## src/rtl/adder_nbits_pipeline_param.sv

```systemverilog
// -----------------------------------------------------------------------------
// adder_nbits_pipeline_param
//   Pipelined WIDTH-bit adder/subtractor with a valid/ready handshake on both
//   sides. The carry chain is cut into STAGES segments of SEG = WIDTH/STAGES
//   bits. Each segment is added in its own register stage, so the result
//   appears STAGES cycles after the beat is accepted.
//
//   Ports
//     clk        clock, all state on rising edge
//     rst        asynchronous active-low reset
//     in_valid   operand beat valid
//     in_ready   block accepts a beat this cycle (= !out_valid || out_ready)
//     a, b       operands (WIDTH)
//     cin        carry-in, ignored when sub=1
//     sub        1: a-b, 0: a+b+cin
//     out_valid  result valid
//     out_ready  consumer accepts the result this cycle
//     sum        result (WIDTH)
//     cout       carry-out of the MSB (for subtract: 1 = no borrow)
//     ovf        two's-complement signed overflow
// -----------------------------------------------------------------------------

// One carry-chain segment. Adds slice IDX of the operand word and b, plus the
// incoming carry. The sum bits are written back into the same slice of the
// word, so the lower slices of acc hold finished result bits and the upper
// slices still hold operand A.
module adder_seg #(
   parameter int WIDTH = 16,
   parameter int SEG   = 4,
   parameter int IDX   = 0
) (
   input  logic [WIDTH-1:0] acc_i,
   input  logic [WIDTH-1:0] b_i,
   input  logic             c_i,
   output logic [WIDTH-1:0] acc_o,
   output logic             c_o
);
   localparam int               SH   = IDX * SEG;
   localparam logic [WIDTH-1:0] MASK = WIDTH'({SEG{1'b1}}) << SH;

   logic [SEG-1:0] seg_a, seg_b;
   logic [SEG:0]   seg_s;

   assign seg_a = SEG'(acc_i >> SH);
   assign seg_b = SEG'(b_i >> SH);
   assign seg_s = {1'b0, seg_a} + {1'b0, seg_b} + {{SEG{1'b0}}, c_i};
   assign acc_o = (acc_i & ~MASK) | (WIDTH'(seg_s[SEG-1:0]) << SH);
   assign c_o   = seg_s[SEG];
endmodule

module adder_nbits_pipeline_param #(
   parameter int WIDTH  = 16,
   parameter int STAGES = 4
) (
   input  logic             clk,
   input  logic             rst,
   input  logic             in_valid,
   output logic             in_ready,
   input  logic [WIDTH-1:0] a,
   input  logic [WIDTH-1:0] b,
   input  logic             cin,
   input  logic             sub,
   output logic             out_valid,
   input  logic             out_ready,
   output logic [WIDTH-1:0] sum,
   output logic             cout,
   output logic             ovf
);
   localparam int SEG = WIDTH / STAGES;

   // Index 0 of each pipe is the combinational input; index k (k>=1) is the
   // register after segment k-1 has been added.
   logic [STAGES:0]              vld_pipe;
   logic [STAGES:0]              c_pipe;
   logic [STAGES:0]              sa_pipe;   // delayed sign of A
   logic [STAGES:0]              sb_pipe;   // delayed sign of effective B
   logic [STAGES:0][WIDTH-1:0]   acc_pipe;  // result below, operand A above
   logic [STAGES-1:0][WIDTH-1:0] b_pipe;    // effective B, not needed after last add

   logic [STAGES-1:0][WIDTH-1:0] acc_nxt;
   logic [STAGES-1:0]            c_nxt;

   logic             en;
   logic [WIDTH-1:0] b_eff;
   logic             c0;

   // Subtract is a + ~b + 1; cin has no effect in that mode.
   assign b_eff = sub ? ~b : b;
   assign c0    = sub ? 1'b1 : cin;

   // Whole pipe advances together; a stalled output freezes everything.
   assign out_valid = vld_pipe[STAGES];
   assign en        = !out_valid || out_ready;
   assign in_ready  = en;

   assign vld_pipe[0] = in_valid;
   assign c_pipe[0]   = c0;
   assign sa_pipe[0]  = a[WIDTH-1];
   assign sb_pipe[0]  = b_eff[WIDTH-1];
   assign acc_pipe[0] = a;
   assign b_pipe[0]   = b_eff;

   for (genvar k = 0; k < STAGES; k++) begin : g_seg
      adder_seg #(
         .WIDTH (WIDTH),
         .SEG   (SEG),
         .IDX   (k)
      ) u_seg (
         .acc_i (acc_pipe[k]),
         .b_i   (b_pipe[k]),
         .c_i   (c_pipe[k]),
         .acc_o (acc_nxt[k]),
         .c_o   (c_nxt[k])
      );
   end

   always_ff @(posedge clk or negedge rst) begin
      if (!rst) begin
         vld_pipe[STAGES:1] <= '0;
         c_pipe[STAGES:1]   <= '0;
         sa_pipe[STAGES:1]  <= '0;
         sb_pipe[STAGES:1]  <= '0;
         acc_pipe[STAGES:1] <= '0;
      end else if (en) begin
         vld_pipe[STAGES:1] <= vld_pipe[STAGES-1:0];
         c_pipe[STAGES:1]   <= c_nxt;
         sa_pipe[STAGES:1]  <= sa_pipe[STAGES-1:0];
         sb_pipe[STAGES:1]  <= sb_pipe[STAGES-1:0];
         acc_pipe[STAGES:1] <= acc_nxt;
      end
   end

   // B only has to travel as far as the last segment adder.
   if (STAGES > 1) begin : g_bpipe
      always_ff @(posedge clk or negedge rst) begin
         if (!rst)
            b_pipe[STAGES-1:1] <= '0;
         else if (en)
            b_pipe[STAGES-1:1] <= b_pipe[STAGES-2:0];
      end
   end

   assign sum  = acc_pipe[STAGES];
   assign cout = c_pipe[STAGES];
   // Overflow only when both operand signs agree and the result sign differs.
   assign ovf  = (sa_pipe[STAGES] == sb_pipe[STAGES]) && (sum[WIDTH-1] != sa_pipe[STAGES]);
endmodule

```

## config.mk

```make
export PLATFORM = sky130hd
export DESIGN_NAME = adder_nbits_pipeline_param
export DESIGN_NICKNAME = d
export VERILOG_FILES = /design/src/rtl/adder_nbits_pipeline_param.sv
export SDC_FILE = /design/constraint.sdc
export NUM_CORES = 1
export LEC_CHECK = 0
export ABC_AREA = 1
export CAP_MARGIN = 5
export CORE_MARGIN = 5
export CORE_UTILIZATION = 62
export CTS_BUF_LIST = sky130_fd_sc_hd__clkbuf_2 sky130_fd_sc_hd__clkbuf_4 sky130_fd_sc_hd__clkbuf_8
export CTS_CLUSTER_DIAMETER = 80
export DETAILED_ROUTE_END_ITERATION = 6
export GPL_TIMING_DRIVEN = 0
export HOLD_SLACK_MARGIN = 0.05
export PLACE_DENSITY_LB_ADDON = 0.05
export SLEW_MARGIN = 0
export SYNTH_ARGS = -nofsm -noshare
export SYNTH_HDL_FRONTEND = slang
export SYNTH_SLANG_ARGS = --single-unit
```

## constraint.sdc

```tcl
create_clock -name clk -period 3.5 [get_ports clk]
set_input_delay 0.35 -clock clk [delete_from_list [all_inputs] [get_ports clk]]
set_output_delay 0.35 -clock clk [all_outputs]
set_load 0.02 [all_outputs]
```

==> qor.yml, run 1 <==
power.internal_mw: 2.98
gp_congestion: 0.789
start_kind: "input port"
synth_edf_count: 0
grt_max_degree: 70
swShare_pct: 37.7
syn_area_um2: 4490
cts.clk_slew.worst_paths_ps: 100
cts_resized: 0
pwr-share-comb_pct: 41.0
die_height_um: 95.1
async_reset_ff_share_pct: 100
worstSetupPathType: "in2out"
dieArea_um2: 9050
ys_ff_latch: 98
yosysTopAreaCell: "dfrtp_1"
cts_root_buf: "clkbuf_8"
drc: 0
grt_pass1_wl_um: 16300
syn_nets: 566
status: "completed"
via_per_inst: 4.96
cp.arrival_ps: 1970
period_share_pct: 66.3
clock_sinks: 98
synth.avg_cell_area_um2: 8.84
endpoint_kind: "output pin"
finalSetupViolCount: 0
drv_slew: 0
synth.most_common_cell: "nand2_1"
design_area_um2: 5460
tightest_slew_ps: 442
via_count: 3381
yosys_warnings: 0
hp-class: "in2reg"
row_count: 31
ys_types: 19
timing.fmax_ghz: 0.431
insertedDiodeCount: 0
areaGrowthSynthToFinish_pct: 21.5
gr-total-overflow: 0
clockPowerShare_pct: 18.6
grt_setup_unrepaired: "false"
ys_seq_area_share_pct: 54.6
skew_ps: 10.6
crit_path_max_fanout: 10
dpl-instance-area_um2: 5200
leakagePower_nw: 2.77
dp_hpwl_um: 6690
dr.pass1.iters: 5
wl_per_cell_um: 13.6
routed_wl_um: 9270
clk_path_buf_depth: 2
dieWidth_um: 95.1
whs_ps: 356
p_switching_mw: 1.80
worstSkewPairLatency_ps: 370
hold_viol_final: 0
drive_above_1_share_pct: 9.97
timing.slew.headroom_pct: 70.6
ios: 58
tritoncts: "yes"
core_um2: 7140
grt_pass1_vias: 3459
io_buffers: 56
start_util_pct: 62.9
p_seq_share_pct: 40.5
synthCells: 508
drt_iter0_markers: 153
synth_commonest_cells: "nand2_1 (240), dfrtp_1 (98), inv_1 (23)"
nets: 635
synth_area_leaders: "dfrtp_1 (55%), nand2_1 (20%), buf_4 (3.7%)"
ys.flop_type: "dfrtp_1"
htree_levels: 3
yosysTopAreaCellShare_pct: 54.6
grtUsageTotal_pct: 23.6
numCtsBuffers: 9
pwr_density_cell_nw_per_um2: 876
vdd_ir_drop_max_uv: 392
maxCapViolCount: 0
ant_nets: 0
antenna_found_initial: 0
worstPathRequired_ps: 3150
min_period_ps: 2320
-- placed cells by master, fill, tap and decap left out, types with 4 or more instances in the layout --
| cell | netlist | layout |
|---|---|---|
| xor2_1 | 4 | 4 |
| clkdlybuf4s50_1 | 0 | 55 |
| ha_1 | 12 | 12 |
| buf_4 | 22 | 23 |
| a21oi_1 | 7 | 7 |
| o21ai_1 | 13 | 13 |
| o21ai_0 | 18 | 18 |
| nand3_1 | 13 | 13 |
| dfrtp_1 | 98 | 98 |
| clkbuf_8 | 0 | 9 |
| nor2_1 | 16 | 16 |
| fa_1 | 8 | 8 |
| xnor2_1 | 12 | 12 |
| inv_1 | 23 | 23 |
| buf_2 | 11 | 11 |
| nand2_1 | 240 | 240 |
| or2_2 | 4 | 4 |
| clkbuf_1 | 4 | 4 |
-- critical path: stages --
cell             delay [ps]
clkdlybuf4s50_1         510
nor2_4                   80
inv_2                   110
buf_2                   250
clkdlybuf4s50_1         650
-- repair_timing --
| item | in CTS | in global routing |
|---|---|---|
| hold buffers | 1 | 0 |
| buffers inserted | 0 | 0 |
| setup endpoints to repair | 0 | 0 |
| endpoints found under the hold margin | 29 | 0 |
-- state kept, by name, indices dropped and copies added, names as in the netlist --
signal and flops:
acc_pipe 45, sum 16, sa_pipe 4, b_pipe 21, cout 1, vld_pipe 3
out_valid 1, sb_pipe 4, c_pipe 3
-- final timing paths --
path                                     startpoint                      to  slack [ps]  cells past startpoint
max                                       out_ready                in_ready        1180                      5
min                                             sub  b_pipe[23]$_DFFE_PN0P_         360                      3
max reg2reg                acc_pipe[20]$_DFFE_PN0P_   c_pipe[2]$_DFFE_PN0P_        1800                      6
min reg2reg                  b_pipe[44]$_DFFE_PN0P_  b_pipe[60]$_DFFE_PN0P_         470                      2
max in group asynchronous                       rst   c_pipe[2]$_DFFE_PN0P_        2400                      3
min in group asynchronous                       rst     sum[15]$_DFFE_PN0P_         430                      2
-- power groups by stage --
stage	combinational (mW)	clock, mW	sequential [mW]
after detailed placement	1.94	0	1.95
after CTS	1.97	0.895	1.93
after global placement	1.85	0	1.93
final	1.96	0.888	1.93
after global routing	2.24	0.947	2.00
after floorplan	1.33	0	1.88
-- through the flow --
| stage | power, mW | setup WS [ps] | TNS (ps) | utilization [%] | cells |
|---|---|---|---|---|---|
| 5_1_grt | 5.19 | 1110 | 0 | 76.5 | 681 |
| 2_1_floorplan | 3.21 | 1420 | 0 | - | 508 |
| 4_1_cts | 4.80 | 1170 | 0 | 76.5 | 681 |
| 3_3_place_gp | 3.78 | -1400 | -136790 | 72.5 | 663 |
| 3_5_place_dp | 3.89 | 1180 | 0 | 72.9 | 664 |
| 6_report | 4.78 | 1180 | 0 | 76.5 | 681 |
-- cells by family (layout without fill, tap and decap cells) --
logic type      after synthesis  count (layout)  synth area share [%]
compound gates               38              38                  4.23
simple gates                274             274                  23.6
buf+inv                      62             136                  7.49
flops                        98              98                  54.6
xor+xnor                     16              16                  3.12
fa+ha+maj                    20              20                  6.91
-- layout make-up --
type	count	area, um2
Clock inverter	7	123
Fill cell	544	1680
Clock buffer	9	124
Buffer	38	246
Multi-Input combinational cell	348	1700
Inverter	24	90.1
Timing Repair Buffer	58	596
Sequential cell	98	2450
Tap cell	99	124
-- metal layers --
layer | share of wire, % | vias up | global-route usage [%]
met3 | 6.4 | 11 | 5.29
met4 | 1.6 | 0 | 7.45
met5 | 0 | - | 0
li1 | - | 1683 | -
met2 | 49 | 88 | 38.4
met1 | 43 | 1599 | 31.8
(Power assumes the default switching activity.)
==> run 2, diff against run 1 <==
--- a/config.mk
+++ b/config.mk
@@ -8,7 +8,7 @@
 export ABC_AREA = 1
 export CAP_MARGIN = 5
 export CORE_MARGIN = 5
-export CORE_UTILIZATION = 62
+export CORE_UTILIZATION = 52
 export CTS_BUF_LIST = sky130_fd_sc_hd__clkbuf_2 sky130_fd_sc_hd__clkbuf_4 sky130_fd_sc_hd__clkbuf_8
 export CTS_CLUSTER_DIAMETER = 80
 export DETAILED_ROUTE_END_ITERATION = 6
==> constraint.sdc (replaced) <==
create_clock -name clk -period 2 [get_ports clk]
set_input_delay 0.2 -clock clk [delete_from_list [all_inputs] [get_ports clk]]
set_output_delay 0.2 -clock clk [all_outputs]
set_load 0.02 [all_outputs]
==> qor.yml, run 2 (synthesized netlist as in run 1, its figures left out) <==
status: "completed"
pwr_density_cell_nw_per_um2: 1500
place_ws_ps: -113
postCtsSetupBuffers: 0
cts.clk_slew.worst_paths_ps: 90
r2r-start: "acc_pipe[40]$_DFFE_PN0P_"
endpoint_kind: "output pin"
drv_slew: 0
numCtsBuffers: 9
reg2reg_to: "c_pipe[3]$_DFFE_PN0P_"
grt_pass1_wl_um: 15100
vdd_ir_drop_max_uv: 608
io_buffers: 56
tritoncts: "yes"
worstSkewPairLatency_ps: 350
finalSetupViolCount: 0
largest_reg_flops: 45
path_cells: "inv_1 -> nor2_4 -> inv_2 -> buf_2 -> dlygate4sd2_1"
min_period_ps: 1810
final_common_cell: "nand2_1"
grtUsageTotal_pct: 18.2
min_delay_path_depth: 3
period_share_pct: 90.7
gr-total-overflow: 0
whs_ps: 221
rrSetupSlack_ps: 330
skew_ps: 9.86
grt_pass1_vias: 3181
dieArea_um2: 10600
worstSetupPathType: "reg2out"
worst_slack_ps: 186
grt_max_degree: 69
dp_hpwl_um: 6400
row_count: 34
ant_nets: 0
hold_viol_final: 0
final_util_pct: 63.8
timing.fmax_ghz: 0.551
crit_path_max_fanout: 10
clk_path_buf_depth: 2
min-delay-start: "sub"
layout_common_cells: "nand2_1 (240), dfrtp_1 (98), clkdlybuf4s50_1 (54)"
crit_path_max_incr_delay_ps: 380
clock_sinks: 98
start_kind: "flop"
antenna_found_initial: 0
timing.slew.headroom_pct: 60.3
maxCapViolCount: 0
core_um2: 8550
start_util_pct: 52.5
ios: 58
slowest_stage: "dfrtp_1"
drc: 0
n_fill_cell: 743
via_count: 3306
hp-class: "in2reg"
cts_root_buf: "clkbuf_8"
drt_iter0_markers: 124
top_register: "acc_pipe"
areaGrowthSynthToFinish_pct: 21.5
routed_wl_um: 8800
cp.arrival_ps: 1610
drive_above_1_share_pct: 9.81
via_per_inst: 4.80
tightest_slew_ps: 596
leakagePower_nw: 2.78
tns_ps: 0
grt_setup_unrepaired: "false"
dieWidth_um: 103
dpl-instance-area_um2: 5210
gp_congestion: 0.802
worstPathRequired_ps: 1800
ff2ff_path_depth: 7
design_area_um2: 5460
insertedDiodeCount: 0
min_to: "b_pipe[23]$_DFFE_PN0P_"
wl_per_cell_um: 12.8
die_height_um: 103
dr.pass1.iters: 4
nets: 635
htree_levels: 3
-- run 2: cell count changes in the layout (fill, tap and decap cells not counted), sizes merged --
cell,delta
clkinv,+2
clkinvlp,-2
inv,-2
clkbuf,+1
clkdlybuf4s50,-1
dlygate4sd2,+1
-- run 2: worst max-delay path by stage --
stage,from,to,slack (ps),cells after the start
after floorplan,sub,c_pipe[1]$_DFFE_PN0P_,70,9
after global placement,rst,sum[5]$_DFFE_PN0P_,-2850,1
after detailed placement,cin,c_pipe[1]$_DFFE_PN0P_,-110,8
after CTS,out_valid$_DFFE_PN0P_,in_ready,170,5
after global routing,out_valid$_DFFE_PN0P_,in_ready,90,5
final,out_valid$_DFFE_PN0P_,in_ready,190,5
-- run 2: where the power goes --
group,switching (mW),total (mW),internal (mW)
sequential,0.494,3.36,2.86
clock,0.658,1.50,0.839
combinational,1.86,3.35,1.49
-- run 2: routing by layer --
layer,wire length (um),global-route usage (%)
met4,119,5.88
met5,0,0
met2,3960,28.6
met3,485,3.86
met1,4230,25.6
-- run 2: metrics by stage --
| step | cells | power (mW) |
|---|---|---|
| 2_1_floorplan | 508 | 5.63 |
| 3_3_place_gp | 672 | 6.67 |
| 3_5_place_dp | 673 | 6.78 |
| 4_1_cts | 689 | 8.28 |
| 5_1_grt | 689 | 8.89 |
| 6_report | 689 | 8.20 |
-- run 2: cell type report --
| class | instances | area [um2] | area share [%] |
|---|---|---|---|
| buffer | 38 | 246 | 4.52 |
| clock buffer | 10 | 131 | 2.41 |
| clock inverter | 5 | 104 | 1.90 |
| inverter | 24 | 90.1 | 1.65 |
| multi-input combinational | 348 | 1700 | 31.2 |
| sequential | 98 | 2450 | 44.9 |
| tap | 108 | 135 | 2.48 |
| timing repair buffer | 58 | 594 | 10.9 |
-- run 2: timing repair --
action / CTS / global route
setup endpoints to repair: 1 / 0
hold buffers: 1 / 0
gates resized for setup: 1 / 0
endpoints found under the hold margin: 30 / 0
-- run 2: worst max-delay path, delay by kind of cell, from the launching register on --
family	cells	cell delay (ps)
and+or+nand+nor	1	70
DFF	1	380
buffers and inverters	4	830
==> run 3, diff against run 2 <==
--- a/config.mk
+++ b/config.mk
@@ -5,7 +5,6 @@
 export SDC_FILE = /design/constraint.sdc
 export NUM_CORES = 1
 export LEC_CHECK = 0
-export ABC_AREA = 1
 export CAP_MARGIN = 5
 export CORE_MARGIN = 5
 export CORE_UTILIZATION = 52
==> qor.yml, run 3 <==
grt_pass1_wl_um: 15000
ant_nets: 0
hold_viol_final: 0
tightest_slew_ps: 636
synth_area_leaders: "dfrtp_1 (55%), nand2_1 (19%), fa_1 (3.6%)"
dieArea_um2: 10500
grt_max_degree: 51
areaGrowthSynthToFinish_pct: 21.2
wl_per_cell_um: 12.8
tns_ps: 0
postCtsSetupBuffers: 0
design_area_um2: 5420
final_util_pct: 65.3
grt_pass1_vias: 3217
ios: 58
syn_area_um2: 4470
via_per_inst: 4.72
endpoint_kind: "flop"
ys.flop_type: "dfrtp_1"
drv_slew: 0
crit_path_max_fanout: 2
top_register: "acc_pipe"
gp_congestion: 0.746
largest_reg_flops: 45
syn_nets: 533
htree_levels: 3
slowest_stage: "clkdlybuf4s50_1"
nets: 601
dieWidth_um: 103
ys_types: 21
numCtsBuffers: 9
cts.clk_slew.worst_paths_ps: 90
leakagePower_nw: 2.72
insertedDiodeCount: 0
finalSetupViolCount: 0
skew_ps: 12.3
antenna_found_initial: 0
die_height_um: 103
tritoncts: "yes"
ys_seq_area_share_pct: 54.9
start_util_pct: 53.8
drt_iter0_markers: 107
dr.pass1.iters: 4
grtUsageTotal_pct: 18.5
synth.most_common_cell: "nand2_1"
cts_root_buf: "clkbuf_8"
fin_total_pwr_mw: 8.03
worstPathRequired_ps: 2230
status: "completed"
synth_commonest_cells: "nand2_1 (226), dfrtp_1 (98), o21ai_0 (21)"
synthCells: 475
drc: 0
drive_above_1_share_pct: 11.1
vdd_ir_drop_max_uv: 568
path_delay_family: "adder cells"
dp_hpwl_um: 6290
clk_path_buf_depth: 2
worstSkewPairLatency_ps: 350
worstSetupPathType: "in2reg"
core_um2: 8300
final_cells: 653
ys_ff_latch: 98
pwr_density_cell_nw_per_um2: 1480
gr-total-overflow: 0
placed_cells: 637
crit_path_max_incr_delay_ps: 390
min_period_ps: 1860
period_share_pct: 93.2
timing.slew.headroom_pct: 57.6
dpl-instance-area_um2: 5190
yosysTopAreaCellShare_pct: 54.9
start_kind: "input port"
cp.arrival_ps: 2090
yosys_warnings: 0
final_common_cell: "nand2_1"
yosysTopAreaCell: "dfrtp_1"
routed_wl_um: 8330
maxCapViolCount: 0
crit_buf_inv: 1
timing.fmax_ghz: 0.537
synth.avg_cell_area_um2: 9.41
path_cells: "clkdlybuf4s50_1 -> or2_2 -> fa_2 -> fa_2 -> a21o_1 -> a21oi_1 -> a21oi_1"
synth_edf_count: 0
row_count: 33
via_count: 3079
layout_common_cells: "nand2_1 (226), dfrtp_1 (98), clkdlybuf4s50_1 (54)"
hp-class: "in2reg"
grt_setup_unrepaired: "false"
io_buffers: 56
clock_sinks: 98
async_reset_ff_share_pct: 100
[run 3: cell types whose count changed after synthesis, sizes merged, moves of 5 or more]
cell and change:
inv -16, nand2 -14, nand3 -13, nor2 -7
a21o +6, a21oi +6, xor2 +5
[run 3: kinds of logic after synthesis]
kind of cell	after synthesis	share of synthesized area, %
AND/OR/NAND/NOR	241	20.7
flip-flops	98	54.9
buffers and inverters	47	7.48
AO/OA/AOI/OAI	46	5.49
XOR/XNOR	23	4.51
adder cells (fa/ha/maj)	20	6.94
[run 3: final cells by class]
type | count | area (um2)
clock inverter | 7 | 98.8
timing repair buffer | 58 | 594
multi-input combinational | 330 | 1690
fill | 701 | 2880
buffer | 38 | 297
sequential | 98 | 2450
clock buffer | 9 | 124
inverter | 8 | 32.5
tap | 105 | 131
[run 3: worst paths after layout]
kind	to	slack, ps	from	cells past startpoint
worst max-delay path	c_pipe[1]$_DFFE_PN0P_	140	cin	7
worst min-delay path	b_pipe[25]$_DFFE_PN0P_	180	sub	3
worst max register to register	c_pipe[2]$_DFFE_PN0P_	200	acc_pipe[20]$_DFFE_PN0P_	5
worst min register to register	vld_pipe[3]$_DFFE_PN0P_	470	vld_pipe[3]$_DFFE_PN0P_	2
max in group asynchronous	c_pipe[3]$_DFFE_PN0P_	950	rst	3
min in group asynchronous	b_pipe[21]$_DFFE_PN0P_	400	rst	2
[run 3: where the power goes]
group	total, mW	internal [mW]	switching (mW)
clock	1.40	0.716	0.685
combinational	3.24	1.56	1.69
sequential	3.38	2.86	0.523
total	8.03	5.13	2.90
[run 3: worst reg2reg max path, stage by stage, from the launching register on]
cell	delay, ps
dfrtp_1	410
fa_1	460
fa_1	410
a21o_1	170
a21oi_1	150
a21oi_1	80
[run 3: repair_timing]
item | in CTS | in global routing
hold endpoints to repair | 48 | 0
endpoints found under the setup margin | 1 | 1
pin swaps | 0 | 0
resized for setup | 1 | 0
hold buffers | 1 | 0
[run 3: through the flow]
step	hold slack, ps	setup slack, ps
2_1_floorplan	-95.6	38.7
3_3_place_gp	447	-2800
3_5_place_dp	273	-232
4_1_cts	174	36.4
5_1_grt	172	56.9
6_report	180	136
[run 3: layer usage]
metal	wire length, um	GRT usage (%)
met1	4040	25.3
met2	3820	29.8
met5	0	0
met3	327	3.25
met4	148	6.76
